### src/rtl/sequenciador_es.sv
// I/O and disk sequencer: stalls the fetch for IN (user button) and disk reads, and drives OUT and HALT.
// Optional disk timeout is built only when SEQUENCIADOR_ES_HD_TIMEOUT_EN is defined.
module sequenciador_es #(
    parameter int DATA_W         = 32,
    parameter int TIMEOUT_CYCLES = 255
) (
    input  logic              clk,
    input  logic              rst_n,
    input  logic              sw_to_reg,
    input  logic              reg_to_disp,
    input  logic              halt,
    input  logic              hd_instr,
    input  logic [DATA_W-1:0] rs_data,
    input  logic [DATA_W-1:0] sw_data,
    input  logic              btn_enter,
    input  logic              hd_ack,
    input  logic [DATA_W-1:0] hd_rdata,
    output logic              pc_en,
    output logic              io_wr_en,
    output logic [DATA_W-1:0] io_wr_data,
    output logic              hd_req,
    output logic [DATA_W-1:0] disp_data,
    output logic              halted,
    output logic              hd_err,
    output logic [2:0]        dbg_state
);

    typedef enum logic [2:0] {
        ST_RUN     = 3'd0,
        ST_WAIT_IN = 3'd1,
        ST_HD_WAIT = 3'd2,
        ST_HD_DONE = 3'd3,
        ST_HALTED  = 3'd4
    } state_t;

    state_t            state_q, state_d;
    logic [DATA_W-1:0] disp_q, disp_d;
    logic [DATA_W-1:0] rdata_q, rdata_d;
    logic              btn_s1_q, btn_s2_q, btn_s3_q;
    logic              enter_edge;
    logic              timeout;

    // btn_s3_q remembers the previous synchronized level so a held button never counts as a press.
    assign enter_edge = btn_s2_q & ~btn_s3_q;

`ifdef SEQUENCIADOR_ES_HD_TIMEOUT_EN
    localparam logic [7:0] TMO_LAST = 8'(TIMEOUT_CYCLES - 1);

    logic [7:0] tmo_cnt_q, tmo_cnt_d;
    logic       hd_err_q, hd_err_d;

    // An hd_ack in the last allowed cycle takes precedence over the timeout.
    assign timeout = (state_q == ST_HD_WAIT) && !hd_ack && (tmo_cnt_q == TMO_LAST);

    always_comb begin
        tmo_cnt_d = tmo_cnt_q;
        hd_err_d  = hd_err_q;
        if (state_q != ST_HD_WAIT) begin
            tmo_cnt_d = 8'd0;
        end else if (!hd_ack) begin
            tmo_cnt_d = tmo_cnt_q + 8'd1;
        end
        if (timeout) begin
            hd_err_d = 1'b1;
        end
    end

    always_ff @(posedge clk or negedge rst_n) begin
        if (!rst_n) begin
            tmo_cnt_q <= 8'd0;
            hd_err_q  <= 1'b0;
        end else begin
            tmo_cnt_q <= tmo_cnt_d;
            hd_err_q  <= hd_err_d;
        end
    end

    assign hd_err = hd_err_q;
`else
    assign timeout = 1'b0;
    assign hd_err  = 1'b0;
`endif

    always_comb begin
        state_d    = state_q;
        disp_d     = disp_q;
        rdata_d    = rdata_q;
        pc_en      = 1'b0;
        io_wr_en   = 1'b0;
        io_wr_data = '0;
        hd_req     = 1'b0;
        halted     = 1'b0;
        unique case (state_q)
            ST_RUN: begin
                if (halt) begin
                    state_d = ST_HALTED;
                end else if (hd_instr) begin
                    state_d = ST_HD_WAIT;
                end else if (sw_to_reg) begin
                    state_d = ST_WAIT_IN;
                end else begin
                    pc_en = 1'b1;
                    if (reg_to_disp) begin
                        disp_d = rs_data;
                    end
                end
            end
            ST_WAIT_IN: begin
                if (enter_edge) begin
                    pc_en      = 1'b1;
                    io_wr_en   = 1'b1;
                    io_wr_data = sw_data;
                    state_d    = ST_RUN;
                end
            end
            ST_HD_WAIT: begin
                hd_req = 1'b1;
                if (hd_ack) begin
                    rdata_d = hd_rdata;
                    state_d = ST_HD_DONE;
                end else if (timeout) begin
                    pc_en   = 1'b1;
                    state_d = ST_RUN;
                end
            end
            ST_HD_DONE: begin
                pc_en      = 1'b1;
                io_wr_en   = 1'b1;
                io_wr_data = rdata_q;
                state_d    = ST_RUN;
            end
            ST_HALTED: begin
                halted = 1'b1;
            end
            default: begin
                state_d = ST_RUN;
            end
        endcase
    end

    always_ff @(posedge clk or negedge rst_n) begin
        if (!rst_n) begin
            state_q  <= ST_RUN;
            disp_q   <= '0;
            rdata_q  <= '0;
            btn_s1_q <= 1'b0;
            btn_s2_q <= 1'b0;
            btn_s3_q <= 1'b0;
        end else begin
            state_q  <= state_d;
            disp_q   <= disp_d;
            rdata_q  <= rdata_d;
            btn_s1_q <= btn_enter;
            btn_s2_q <= btn_s1_q;
            btn_s3_q <= btn_s2_q;
        end
    end

    assign disp_data = disp_q;
    assign dbg_state = state_q;

endmodule

### config.mk
export PLATFORM = sky130hd
export DESIGN_NAME = sequenciador_es
export DESIGN_NICKNAME = d
export VERILOG_FILES = /design/src/rtl/sequenciador_es.sv
export SDC_FILE = /design/constraint.sdc
export NUM_CORES = 1
export LEC_CHECK = 0
export ABC_AREA = 1
export CAP_MARGIN = 20
export CORE_ASPECT_RATIO = 1.4
export CORE_MARGIN = 2
export CORE_UTILIZATION = 40
export CTS_CLUSTER_SIZE = 16
export DETAILED_ROUTE_END_ITERATION = 12
export DONT_BUFFER_PORTS = 1
export GPL_TIMING_DRIVEN = 0
export SLEW_MARGIN = 20
export SYNTH_ARGS = -nofsm -noshare
export SYNTH_HDL_FRONTEND = slang
export SYNTH_SLANG_ARGS = --single-unit
### constraint.sdc
create_clock -name clk -period 1.3 [get_ports clk]
set_clock_uncertainty 0.05 [all_clocks]
set_input_delay 0.13 -clock clk [delete_from_list [all_inputs] [get_ports clk]]
set_output_delay 0.13 -clock clk [all_outputs]
set_load 0.02 [all_outputs]
==> impl_metrics.yaml <==
floorplan:
  initial_core_util_pct: 41.5
  die-width_um: 80.3
  dieArea_mm2: 0.00889
  fp.dieH_um: 111
  core-area_mm2: 0.00785
  num_io_pins: 176
  rows: 38
cts:
  clockRootBuffer: "clkbuf_8"
  clk_pin_slew_ns: 0.07
  cts_tree: "built"
  holdBufCountCts: 68
  clkLatencyLatePin_ns: 0.34
  clock_sinks: 70
  cts_buffer_depth: 2
  numCtsBuffers: 9
  h-tree-depth: 3
synth:
  synthDistinctLibCells: 21
  synth-edff-count: 0
  synth.cell_area_mm2: 0.00326
  ys_seq_area_share_pct: 53.8
  synth-seq-cells: 70
  synthTopCellsByArea: "dfrtp_1 (54%), nand3_1 (10%), nand2_1 (7.9%), o21ai_0 (5.2%), a21oi_1 (4.9%)"
  syn_avg_cell_area_um2: 8.40
  synthArstFlopShare_pct: 100
  synth.most_common_cell: "dfrtp_1"
  synth_top_cells_by_count: "dfrtp_1 (70), nand2_1 (69), nand3_1 (67), inv_1 (40), nor2_1 (38)"
  synthCells: 388
  synth_top_cell_by_area: "dfrtp_1"
  synth_top_area_share_pct: 53.8
  ys.flop_type: "dfrtp_1"
  yosysWarnings: 0
  syn_nets: 492
final_layout:
  area_growth_pct: 53.0
  diodes: 0
  final_util_pct: 63.5
  final_layout_size_suffix_gt1_share_pct: 24.2
  fin_nets: 579
  final_cells: 580
hold_path:
  holdCritPathClass: "input port to asynchronous set/reset pin"
placed_design:
  gp_congestion: 0.754
  dp_cells: 488
  place_ws_ns: -0.338
  portBuffers: 0
  dp_hpwl_um: 6310
detailed_routing:
  wl_per_cell_um: 16.2
  vias_per_cell: 5.12
  vias: 2967
  ant_nets: 0
  route.detailed.drc: 0
  initialDrtViolationCount: 99
  dr.pass1.iters: 5
  wirelength_um: 9370
worst_setup_path:
  crit_fanout: 7
  arrival_ns: 1.58
  critPathRequiredTime_ns: 1.12
  end_kind: "primary output"
  reg2reg_from: "dbg_state[2]$_DFFE_PN0P_"
  worstSetupPathType: "flop to primary output"
  critical_path.startpoint: "dbg_state[0]$_DFFE_PN0P_"
  critical_path.startpoint_type: "flop"
power:
  power_density_mw_per_mm2: 1450
  ir_drop_mv: 1.03
  design_power_total_w: 0.00724
  p_leak_nw: 2.38
sta:
  period_minus_slack_ns: 1.76
  setup_slack_ns: -0.461
  fmax_ghz: 0.568
  fin_crit_sh_pct: 135
  rsz0062_at_grt: "true"
  whs_ns: -0.572
  setup_viol: 101
  hold_viol: 70
  finalMaxSlewViolations: 0
run_status:
  status: "finished with violations"
  violations: "hold timing, setup timing"
grt:
  grt_pass1_vias: 3165
  grt_usage_pct: 21.7
  grt_max_degree: 71
  grt_pass1_wl_um: 15000
  antenna_found_initial: 0
  grt.overflow.total: 0
flow_run:
  drv_cap: 0
## layout make-up
cell class / instances / area [µm²]
buffer: 26 / 307
clock buffer: 10 / 128
clock inverter: 6 / 86.3
fill: 626 / 2860
inverter: 42 / 173
multi-input combinational: 250 / 1660
sequential: 70 / 1760
tap: 100 / 125
timing repair buffer: 76 / 747
## worst max-delay path, stage by stage (launching register included)
cell     delay (ns)
dfrtp_2        0.52
nand3_4        0.21
buf_4          0.16
nand2_4        0.08
or2_4          0.27
## placed cells by master, fill, tap and decap left out, types with 7 or more instances in the layout
cell	netlist	layout
clkbuf_8	0	10
a21oi_1	32	32
nand2_1	69	67
nor2_1	38	37
nand3_1	67	47
buf_4	3	11
dlygate4sd3_1	0	68
inv_1	40	38
nand3_2	1	19
buf_6	10	7
o21ai_4	0	31
dfrtp_1	70	67
## logic make-up (layout without fill, tap and decap cells)
group           after synthesis  count (layout)  share of synthesized area [%]
flops                        70              70                           53.8
buf+inv                      68             160                           10.8
compound gates               67              67                           10.4
simple gates                182             182                           25.0
other cells                   1               1                          0.115
## routing by layer
metal,share of wire [%],vias up,GRT usage [%],wire length [µm]
met3,6.8,19,6.19,634
li1,-,1417,-,-
met1,37,1396,22.9,3430
met5,0,-,0,0
met4,2.7,0,9.49,257
met2,54,135,38.9,5050
## path summary, 6_finish.rpt
kind / slack (ns) / end / cells past startpoint
max reg2reg: -0.30 / rdata_q[16]$_DFFE_PN0P_ / 8
min reg2reg: 0.30 / btn_s2_q$_DFF_PN0_ / 0
min: -0.57 / rdata_q[31]$_DFFE_PN0P_ / 0
min in group clk: 0.04 / dbg_state[0]$_DFFE_PN0P_ / 5
max in group asynchronous: 1.65 / rdata_q[20]$_DFFE_PN0P_ / 0
max: -0.46 / pc_en / 4
## stage by stage
step                      setup TNS [ns]  area [µm²]  hold slack [ns]
after floorplan                    -1.93        3590           -0.216
after global placement            -17.68        3720           -0.214
after detailed placement          -20.26        3720           -0.214
after CTS                         -32.23        4820           -0.607
after global routing              -38.66        4980           -0.605
final                             -28.94        4980           -0.572
## flip-flops by register name (all words and copies together), names as in the netlist
register / cells
disp_data: 32
rdata_q: 32
dbg_state: 3
btn_s1_q: 1
btn_s2_q: 1
btn_s3_q: 1
## what timing repair did
item | in CTS | in global routing
cloned | 2 | 0
pin swaps | 2 | 2
resized for setup | 34 | 30
setup endpoints to repair | 101 | 101
endpoints found under the hold margin | 138 | 70
setup buffers | 2 | 4
## power breakdown
part | switching (W) | total, W | internal (W)
clock network | 0.000811 | 0.00189 | 0.00108
registers | 0.000969 | 0.00400 | 0.00303
logic | 0.000859 | 0.00136 | 0.000496
total | 0.00264 | 0.00724 | 0.00460
Power figures use the tool's default switching activity.
